## config.mk

```make
export PLATFORM = sky130hd
export DESIGN_NAME = id_operand_stage
export DESIGN_NICKNAME = d
export VERILOG_FILES = /design/src/rtl/id_operand_stage_pkg.sv /design/src/rtl/id_operand_stage_gpr_file.sv /design/src/rtl/id_operand_stage.sv
export SDC_FILE = /design/constraint.sdc
export NUM_CORES = 2
export LEC_CHECK = 0
export CAP_MARGIN = 20
export CORE_ASPECT_RATIO = 0.9
export CORE_UTILIZATION = 35
export CTS_BUF_LIST = sky130_fd_sc_hd__clkbuf_4 sky130_fd_sc_hd__clkbuf_8
export DETAILED_ROUTE_END_ITERATION = 10
export GPL_ROUTABILITY_DRIVEN = 0
export PLACE_DENSITY = 0.64
export REMOVE_ABC_BUFFERS = 1
export SYNTH_ARGS = -nofsm -noshare
export SYNTH_HDL_FRONTEND = slang
export SYNTH_SLANG_ARGS = --single-unit
```

## constraint.sdc

```tcl
create_clock -name CLK -period 2 [get_ports CLK]
set_clock_uncertainty 0.05 [all_clocks]
set_input_delay 0.2 -clock CLK [delete_from_list [all_inputs] [get_ports CLK]]
set_output_delay 0.2 -clock CLK [all_outputs]
set_load 0.005 [all_outputs]
```

## src/rtl/id_operand_stage_pkg.sv

```systemverilog
// Shared constants for the ID operand stage: datapath sizes, the opcode and
// funct encodings that steer operand routing, and the immediate-extension rule.
package id_operand_stage_pkg;

  localparam int XLEN = 32;
  localparam int NREG = 32;
  localparam int AW   = 5;

  localparam logic [5:0] OP_RTYPE = 6'h00;
  localparam logic [5:0] OP_ANDI  = 6'h0C;
  localparam logic [5:0] OP_ORI   = 6'h0D;
  localparam logic [5:0] OP_XORI  = 6'h0E;

  localparam logic [5:0] F_SLL  = 6'h00;
  localparam logic [5:0] F_SRL  = 6'h02;
  localparam logic [5:0] F_SRA  = 6'h03;
  localparam logic [5:0] F_SLLV = 6'h04;
  localparam logic [5:0] F_SRLV = 6'h06;
  localparam logic [5:0] F_SRAV = 6'h07;

  // Variable shifts only use the low five bits of the shift-amount register.
  localparam logic [XLEN-1:0] SHAMT_MASK = 32'h0000_001F;

  // Logical immediates are zero-extended, everything else sign-extended.
  function automatic logic [XLEN-1:0] ext_imm(input logic [5:0] op, input logic [15:0] imm);
    if (op == OP_ANDI || op == OP_ORI || op == OP_XORI)
      return {16'h0000, imm};
    return {{16{imm[15]}}, imm};
  endfunction

endpackage

```

## src/rtl/id_operand_stage_gpr_file.sv

```systemverilog
// gpr_file: 32 x 32 general-purpose register file.
//  CLK/RST          clock, asynchronous active-low reset (clears every register)
//  wb_en/addr/data  synchronous write port; writes to r0 are dropped
//  ra1/rd1, ra2/rd2 two asynchronous read ports; r0 always reads zero
module gpr_file
  import id_operand_stage_pkg::*;
(
  input  logic            CLK,
  input  logic            RST,
  input  logic            wb_en,
  input  logic [AW-1:0]   wb_addr,
  input  logic [XLEN-1:0] wb_data,
  input  logic [AW-1:0]   ra1,
  input  logic [AW-1:0]   ra2,
  output logic [XLEN-1:0] rd1,
  output logic [XLEN-1:0] rd2
);

  logic [NREG-1:0][XLEN-1:0] regs;

  always_ff @(posedge CLK or negedge RST) begin
    if (!RST)
      regs <= '0;
    else if (wb_en && wb_addr != '0)
      regs[wb_addr] <= wb_data;
  end

  assign rd1 = (ra1 == '0) ? '0 : regs[ra1];
  assign rd2 = (ra2 == '0) ? '0 : regs[ra2];

endmodule

```

## src/rtl/id_operand_stage.sv

```systemverilog
// id_operand_stage: decode-stage operand generation with a single ID/EX slot.
//  CLK/RST               clock, asynchronous active-low reset
//  in_valid/in_ready     IF -> ID handshake carrying nextPC_in, Ins_in
//  flush                 drop slot contents and anything accepted this cycle
//  wb_en/wb_addr/wb_data WB write port into the GPR file (also bypassed)
//  out_valid/out_ready   ID -> EX handshake
//  nextPC/Ins/Rdata1/Rdata2/Ed32  registered slot payload seen by EX
module id_operand_stage
  import id_operand_stage_pkg::*;
(
  input  logic            CLK,
  input  logic            RST,
  input  logic            in_valid,
  output logic            in_ready,
  input  logic [XLEN-1:0] nextPC_in,
  input  logic [XLEN-1:0] Ins_in,
  input  logic            flush,
  input  logic            wb_en,
  input  logic [AW-1:0]   wb_addr,
  input  logic [XLEN-1:0] wb_data,
  output logic            out_valid,
  input  logic            out_ready,
  output logic [XLEN-1:0] nextPC,
  output logic [XLEN-1:0] Ins,
  output logic [XLEN-1:0] Rdata1,
  output logic [XLEN-1:0] Rdata2,
  output logic [XLEN-1:0] Ed32
);

  logic [5:0]      op, funct;
  logic [AW-1:0]   rs, rt;
  logic [XLEN-1:0] rd_rs, rd_rt, byp_rs, byp_rt;

  assign op    = Ins_in[31:26];
  assign rs    = Ins_in[25:21];
  assign rt    = Ins_in[20:16];
  assign funct = Ins_in[5:0];

  gpr_file u_gpr (
    .CLK     (CLK),
    .RST     (RST),
    .wb_en   (wb_en),
    .wb_addr (wb_addr),
    .wb_data (wb_data),
    .ra1     (rs),
    .ra2     (rt),
    .rd1     (rd_rs),
    .rd2     (rd_rt)
  );

  // Same-cycle write-back forwarding so a dependent instruction does not wait.
  logic wb_live;
  assign wb_live = wb_en && (wb_addr != '0);
  assign byp_rs  = (wb_live && wb_addr == rs) ? wb_data : rd_rs;
  assign byp_rt  = (wb_live && wb_addr == rt) ? wb_data : rd_rt;

  // Operand routing. Shifts present the shifted value (rt) as operand A.
  // src*/reg2/mask2 remember where each operand came from so a stalled slot
  // can pick up late write-backs.
  logic            shift_imm, shift_var;
  logic [XLEN-1:0] d_r1, d_r2;
  logic [AW-1:0]   d_s1, d_s2;
  logic            d_reg2, d_mask2;

  always_comb begin
    shift_imm = (op == OP_RTYPE) && (funct == F_SLL  || funct == F_SRL  || funct == F_SRA);
    shift_var = (op == OP_RTYPE) && (funct == F_SLLV || funct == F_SRLV || funct == F_SRAV);
    d_r1    = byp_rs;
    d_s1    = rs;
    d_r2    = byp_rt;
    d_s2    = rt;
    d_reg2  = 1'b1;
    d_mask2 = 1'b0;
    if (shift_imm) begin
      d_r1   = byp_rt;
      d_s1   = rt;
      d_r2   = {27'b0, Ins_in[10:6]};
      d_s2   = '0;
      d_reg2 = 1'b0;
    end else if (shift_var) begin
      d_r1    = byp_rt;
      d_s1    = rt;
      d_r2    = byp_rs & SHAMT_MASK;
      d_s2    = rs;
      d_mask2 = 1'b1;
    end
  end

  logic [AW-1:0] src1, src2;
  logic          reg2, mask2;
  logic          accept, stall, hit1, hit2;

  assign in_ready = !out_valid || out_ready || flush;
  assign accept   = in_valid && in_ready;
  assign stall    = out_valid && !out_ready;
  assign hit1     = wb_live && (wb_addr == src1);
  assign hit2     = wb_live && reg2 && (wb_addr == src2);

  always_ff @(posedge CLK or negedge RST) begin
    if (!RST) begin
      out_valid <= 1'b0;
      nextPC    <= '0;
      Ins       <= '0;
      Rdata1    <= '0;
      Rdata2    <= '0;
      Ed32      <= '0;
      src1      <= '0;
      src2      <= '0;
      reg2      <= 1'b0;
      mask2     <= 1'b0;
    end else begin
      if (flush)        out_valid <= 1'b0;
      else if (accept)  out_valid <= 1'b1;
      else if (out_ready) out_valid <= 1'b0;

      if (accept) begin
        nextPC <= nextPC_in;
        Ins    <= Ins_in;
        Rdata1 <= d_r1;
        Rdata2 <= d_r2;
        Ed32   <= ext_imm(op, Ins_in[15:0]);
        src1   <= d_s1;
        src2   <= d_s2;
        reg2   <= d_reg2;
        mask2  <= d_mask2;
      end else if (stall) begin
        if (hit1) Rdata1 <= wb_data;
        if (hit2) Rdata2 <= mask2 ? (wb_data & SHAMT_MASK) : wb_data;
      end
    end
  end

endmodule
```

Yosys cells after proc, flatten, opt, wreduce, memory -nomap -nowiden:

Index checks and enable logic that the tools add are counted.

* magnitude comparators: 4
* equality and inequality tests: 12
* multiplexer cells: 36
* reduce and logical (&&, ||, !) cells: 32

Operators by type and width (number)
* $bwmux W1024: 1
* $mux W32: 20
* $bmux W32 S5: 2
* $demux W32 S5: 1
* $eq A5 B5 Y1: 4
* $mux W5: 4
* $eq A6 B3 Y1 const B: 3
* $eq A6 B4 Y1 const B: 3
* $lt A5 B6 Y1 const B: 3
* $eq A6 B2 Y1 const B: 2
* $logic_not A6 Y1: 2
* $logic_and A1 B1 Y1: 11
* $logic_not A5 Y1: 2
* $logic_or A1 B1 Y1: 8
* $mux W1: 8
* $reduce_bool A2 Y1: 3
* $ge A5 B1 Y1 const B: 1
* $reduce_bool A5 Y1: 1
* $reduce_and A2 Y1: 2
* $reduce_bool A3 Y1: 1
* $logic_not A1 Y1: 2

* register bits after elaboration: 1197
* bits of input ports: 107
* output and inout bits: 162
* logic and storage cells: 126

Longest topological paths before layout:

* depth in word-level cells: 7
* mapped depth: 11
* mapped depth without buffers: 6

Cells and area by module:

A second synthesis with hierarchy kept.

* cells, all modules: 4382
* area total of the unflattened synthesis: 61126.1 µm²

By module, submodules not included
* gpr_file: times used 1, cells each 3669, area an instance 54300.8 µm², seq. area each 25624.6 µm²
* id_operand_stage: times used 1, cells each 713, area an instance 6825.3 µm², seq. area each 3553.4 µm²

Least setup slack after synthesis:

No wires, ideal clock.

* path type: input port to flip-flop
* start point: input port Ins_in[21]
* end point: register Rdata1[20]
* library setup time: 130 ps
* arrival: 1968 ps
* required time: 1820 ps
* slack: -148 ps
* cell stages on the path: 9
* path buffers: 4
* path through: buf_2 > buf_6 > buf_4 > buf_2 > mux4_2 > a22oi_1 > nand3_1 > nand3_1 > a31oi_1

* cells in the longest elaborated chain, start to end: 7
* elaborated cells between the ends (all ways): 10
* those cells by class: eq/ne (1); mux (7); reduce/logical (2)

RTL lines
* from (decl): RTL line id_operand_stage.sv:16 `input logic [XLEN-1:0] Ins_in,`
* $bmux W32 S5: RTL line id_operand_stage_gpr_file.sv:28 `assign rd1 = (ra1 == '0) ? '0 : regs[ra1];`
* $mux W32 (implied by the code): RTL line id_operand_stage_gpr_file.sv:28
* $mux W32: RTL line id_operand_stage_gpr_file.sv:28
* $mux W32 (*): RTL line id_operand_stage.sv:54 `assign byp_rs = (wb_live && wb_addr == rs) ? wb_data : rd_rs;`
* $mux W32 (*): RTL line id_operand_stage.sv:80 `end else if (shift_var) begin`
* $mux W32 (*): RTL line id_operand_stage.sv:74 `if (shift_imm) begin`
* $mux W32 (*): RTL line id_operand_stage.sv:116 `if (accept) begin`
* to (signal assigned): RTL line id_operand_stage.sv:119 `Rdata1 <= d_r1;`
* to (signal assigned): RTL line id_operand_stage.sv:127 `if (hit1) Rdata1 <= wb_data;`
* to (decl): RTL line id_operand_stage.sv:25 `output logic [XLEN-1:0] Rdata1,`

Mark *: on every way between the ends. The rest lies on a longest branch, timed or not. The select of a mux whose other input is x is not followed.
A chain may end at the register's enable or synchronous reset.

Worst setup path in the final report:

* start point: register out_valid
* end point: output port in_ready

* cells in the longest elaborated chain, start to end: 3

RTL lines
* from (decl): RTL line id_operand_stage.sv:21 `output logic out_valid,`
* from (signal assigned): RTL line id_operand_stage.sv:101 `out_valid <= 1'b0;`
* from (signal assigned): RTL line id_operand_stage.sv:112 `if (flush) out_valid <= 1'b0;`
* from (signal assigned): RTL line id_operand_stage.sv:113 `else if (accept) out_valid <= 1'b1;`
* $logic_not A1 Y1: RTL line id_operand_stage.sv:93 `assign in_ready = !out_valid || out_ready || flush;`
* $logic_or A1 B1 Y1 (2 in a row): RTL line id_operand_stage.sv:93
* to (decl): RTL line id_operand_stage.sv:14 `output logic in_ready,`

No other way between the ends.

==> results.txt <==
----------------------------------------------------
[Worst setup path]
  Cell with the largest stage delay on the worst path ... sky130_fd_sc_hd__or3b_4
  Crit path cell chain ... or3b_4 -> buf_6 -> buf_6
  Critical path data arrival time ... 1.95 ns
  Worst Setup Start Kind ... flip-flop
  Maximum net fanout on the critical path ... 2
  WP buf/inv ... 2
  Type of the worst setup path ... reg2out
  Stage delay of the slowest cell on the critical path ... 0.40 ns
  Category of the worst setup path capture point ... output pin
  Most Frequent Cell on Critical Path ... sky130_fd_sc_hd__buf_6
  Category of cells accounting for the largest share of critical-path delay ... simple AND/OR/NAND/NOR gates
  CP Data Required Time ... 1.75 ns

[Yosys]
  Share of the synthesized area in compound gates (AO/OA/AOI/OAI) ... 6.08%
  Largest family of logic cells by synthesized area ... multiplexers
  Area share of xor/xnor cells in the synthesized design ... 0.282%
  Fraction of synthesized cell area taken by the top area cell type ... 47.0%
  Number of synthesized flops with an enable pin ... 0
  Instance count of the mapped netlist ... 4729
  Largest area contributor in the synthesized netlist ... sky130_fd_sc_hd__dfrtp_1
  Fraction of synthesized area in multiplexers ... 37.2%
  Basic-gate share of the synthesized area counting and, or, nand and nor cells ... 5.04%
  Synthesized area divided by synthesized cell count ... 13.1 sq um
  Async set-reset flop share out of synthesis ... 100%
  Area share of fa/ha/maj cells after synthesis ... 0%
  Sequential area share after synthesis ... 47.0%
  Total number of yosys warnings ... 0
  Number of distinct library cells after synthesis ... 68
  Top FF cell, synth ... sky130_fd_sc_hd__dfrtp_1
  Number of synthesized register bits ... 1166
  Cell area after technology mapping ... 0.0621 sq mm
  Top cells by area in the synthesized netlist ... sky130_fd_sc_hd__dfrtp_1, sky130_fd_sc_hd__mux2_2, sky130_fd_sc_hd__mux4_2, sky130_fd_sc_hd__mux2i_1, sky130_fd_sc_hd__nand2_1

[Timing]
  Final worst-path cycle share ... 110%
  Count of final hold-check violations ... 0
  Maximum clock rate ... 455 MHz
  Post-layout minimum cycle time ... 2.20 ns
  Slew at the pin with the worst max-slew slack ... 0.698 ns
  Setup repair after global routing missed its margin ... true
  Final-report setup violation count ... 52
  Worst setup slack after layout ... -0.196 ns
  Number of max-slew violations in the final report ... 0
  Worst slew margin ... 53.1%
  Total negative slack ... -2.10 ns

[Clock tree]
  Worst-Skew Late Latency ... 0.95 ns
  CTS root buffer ... sky130_fd_sc_hd__clkbuf_8
  Number of buffers on the longest clock path ... 3
  Total number of H-tree levels ... 4
  Clock sinks ... 1166
  TritonCTS clock tree ... done
  Clock-pin slew on the worst setup and hold paths ... 0.08 ns
  Number of buffers created by CTS ... 196

[Die]
  Io pins ... 269
  Number of rows in the core area ... 146
  Core area ... 0.176 sq mm
  Die X-Extent ... 446 microns
  Starting density of the core ... 35.2%
  Area enclosed by the die boundary ... 0.179 sq mm
  Vertical die dimension ... 401 microns

[Flow run]
  Max-cap violations ... 0

[Layout]
  Core occupancy in the finished layout ... 44.4%
  Filler Cells Inserted ... 15859
  Final design instance area without fill ... 0.0783 sq mm
  Ratio of cells with drive above 1 in the final layout ... 46.4%
  Relative area change from synthesis to final layout ... 26.1%
  Nets@finish ... 5528
  FF/Latch Area ... 0.0292 sq mm
  Multi-input gate area in the final layout ... 0.0309 sq mm

[Placement]
  Half-perimeter wire length of the detailed placement result ... 153000 microns
  DP Area ... 0.0722 sq mm
  Number of buffers inserted by port buffering ... 268
  Worst Setup Slack post-DPL ... -0.849 ns

[Power and ir drop]
  Leakage dissipation ... 0.0349 uW
  Power Density ... 901 mW/mm^2
  Post-layout power ... 70500 uW
  Max VDD drop ... 0.700 mV

[Global route]
  GRT met1 Usage ... 34.2%
  Global route hottest layer ... met2
  Gr usage total ... 25.2%
  Number of antenna violations at the first check in global routing ... 6
  Met3 Resource Use GR ... 5.42%
  Number of global-route vias before repair ... 47593
  Wire length of the first global-routing pass ... 333000 microns
  Met2 demand-to-capacity share in global routing ... 38.8%
  Aggregate global routing overflow ... 0
  Pin count of the biggest net entering global routing ... 73

[Detailed routing]
  Post-DRT Antenna Nets ... 0
  Number of iterations in the first detailed-routing pass ... 5
  Iteration-0 DRC count of the detailed router ... 5084
  Routed Wire Length ... 229000 microns
  Drt drc ... 0
  Mean routed wirelength per cell ... 28.8 microns
  Number of vias per cell ... 5.87
  Vias ... 46606

[Status]
  Violated checks ... setup timing
  Outcome ... complete, but fails checks

[Min path]
  Hold crit path type ... in2reg

----------------------------------------------------
==> per-layer routing <==
metal	up-vias	routed length (microns)
met4	6	10400
met2	2298	105000
li1	19097	-
met1	24667	93700
met3	538	19700
met5	-	30
==> worst reg2reg max path, cell delays in order (launching register included) <==
cell and delay (ns):
sky130_fd_sc_hd__dfrtp_1 0.41, sky130_fd_sc_hd__xnor2_1 0.17, sky130_fd_sc_hd__nand2_1 0.13, sky130_fd_sc_hd__nor4_4 0.32, sky130_fd_sc_hd__buf_4 0.17, sky130_fd_sc_hd__buf_6 0.12
sky130_fd_sc_hd__buf_12 0.15, sky130_fd_sc_hd__mux2i_1 0.09, sky130_fd_sc_hd__a221o_1 0.32, sky130_fd_sc_hd__a21oi_2 0.11
==> cell usage in the layout, fill, tap and decap left out, types with 11 or more instances in the layout <==
master / instances
sky130_fd_sc_hd__o221ai_1: 73
sky130_fd_sc_hd__o22ai_1: 11
sky130_fd_sc_hd__o21ai_1: 18
sky130_fd_sc_hd__clkbuf_4: 58
sky130_fd_sc_hd__dfrtp_1: 1150
sky130_fd_sc_hd__clkdlybuf4s50_1: 95
sky130_fd_sc_hd__clkdlybuf4s15_1: 32
sky130_fd_sc_hd__clkinv_2: 13
sky130_fd_sc_hd__a22oi_1: 99
sky130_fd_sc_hd__clkbuf_8: 261
sky130_fd_sc_hd__nand2_2: 18
sky130_fd_sc_hd__buf_6: 38
sky130_fd_sc_hd__a221oi_1: 30
sky130_fd_sc_hd__buf_4: 485
sky130_fd_sc_hd__a211oi_1: 14
sky130_fd_sc_hd__dlygate4sd3_1: 69
sky130_fd_sc_hd__buf_12: 179
sky130_fd_sc_hd__nand4_1: 32
sky130_fd_sc_hd__and2_1: 22
sky130_fd_sc_hd__nand2_1: 399
sky130_fd_sc_hd__mux2i_1: 398
sky130_fd_sc_hd__a221oi_2: 14
sky130_fd_sc_hd__nor2_1: 18
sky130_fd_sc_hd__mux4_2: 319
sky130_fd_sc_hd__a21oi_1: 112
sky130_fd_sc_hd__mux2_2: 1038
sky130_fd_sc_hd__a221o_1: 12
sky130_fd_sc_hd__xnor2_1: 19
sky130_fd_sc_hd__nand3_1: 76
sky130_fd_sc_hd__dfrtp_2: 16
sky130_fd_sc_hd__a31oi_1: 65
sky130_fd_sc_hd__nand3_2: 13
sky130_fd_sc_hd__dlygate4sd2_1: 116
sky130_fd_sc_hd__o21ai_0: 42
sky130_fd_sc_hd__nor2_4: 38
==> metrics by stage <==
stage,cells,hold WS (ns)
final,7941,0.0373
after global routing,7938,0.0239
after CTS,7929,0.0139
after detailed placement,7471,0.0341
after global placement,7471,0.0342
after floorplan,4194,-0.146
==> cell families after synthesis <==
family | count (synthesis)
mux | 1765
flops | 1166
simple gates | 694
compound gates | 544
buf+inv | 540
xor+xnor | 20
==> area by class of cell <==
class	count	area share (%)
tap	2368	3.79
inverter	5	0.0240
clock buffer	319	5.15
timing repair buffer	1029	13.8
antenna	4	0.0128
sequential	1166	37.3
clock inverter	27	0.417
multi-input combinational	3023	39.5
==> power by group <==
part	switching [uW]	internal (uW)	total (uW)
combinational	6590	8900	15500
clock	10300	13400	23700
sequential	3330	27900	31300
total	20200	50300	70500
==> state kept, by name, indices dropped and copies added, names as in the netlist <==
name / cells
Ins: 32
mask2: 1
out_valid: 1
src1: 5
Rdata2: 32
Rdata1: 32
reg2: 1
nextPC: 32
u_gpr.regs: 1024
src2: 5
Ed32: 1
==> synthesized netlist by cell type, drive strengths merged, types with 3 or more instances <==
cell / number
a221o: 12
nor4: 4
nand3: 90
inv: 5
nand2: 418
mux2i: 400
o22a: 3
o221ai: 73
a31oi: 66
buf: 269
a211o: 3
o21ai: 62
dfrtp: 1166
nor3b: 8
mux4: 326
a222oi: 4
clkbuf: 265
a211oi: 18
a21oi: 118
and2: 25
nand3b: 8
a22oi: 100
or2: 8
o211ai: 6
or3b: 4
a21o: 9
xnor2: 19
nor3: 8
a221oi: 44
nor2b: 14
nand4: 32
a32oi: 3
nand2b: 3
nor2: 61
mux2: 1039
or3: 6
o22ai: 12
==> final timing paths <==
path	slack, ns	from	cells past startpoint	end
max	-0.20	out_valid	3	in_ready
min	0.04	wb_data[4]	4	Rdata1[4]
max reg2reg	-0.11	src1[1]	9	Rdata1[17]
min reg2reg	0.35	u_gpr.regs[10]	0	u_gpr.regs[10]
max in group asynchronous	0.53	RST	6	u_gpr.regs[27]
min in group asynchronous	0.35	RST	4	nextPC[6]
==> what timing repair did <==
action                                  in CTS  in global routing
pin swaps                                   14                 22
endpoints found under the setup margin     221                 77
endpoints found under the hold margin     1247                  1
cloned                                       1                  2
resized for setup                          308                 95
hold buffers                                70                  1
setup buffers                               44                  9
No activity file was read; power rests on OpenSTA's default activity.
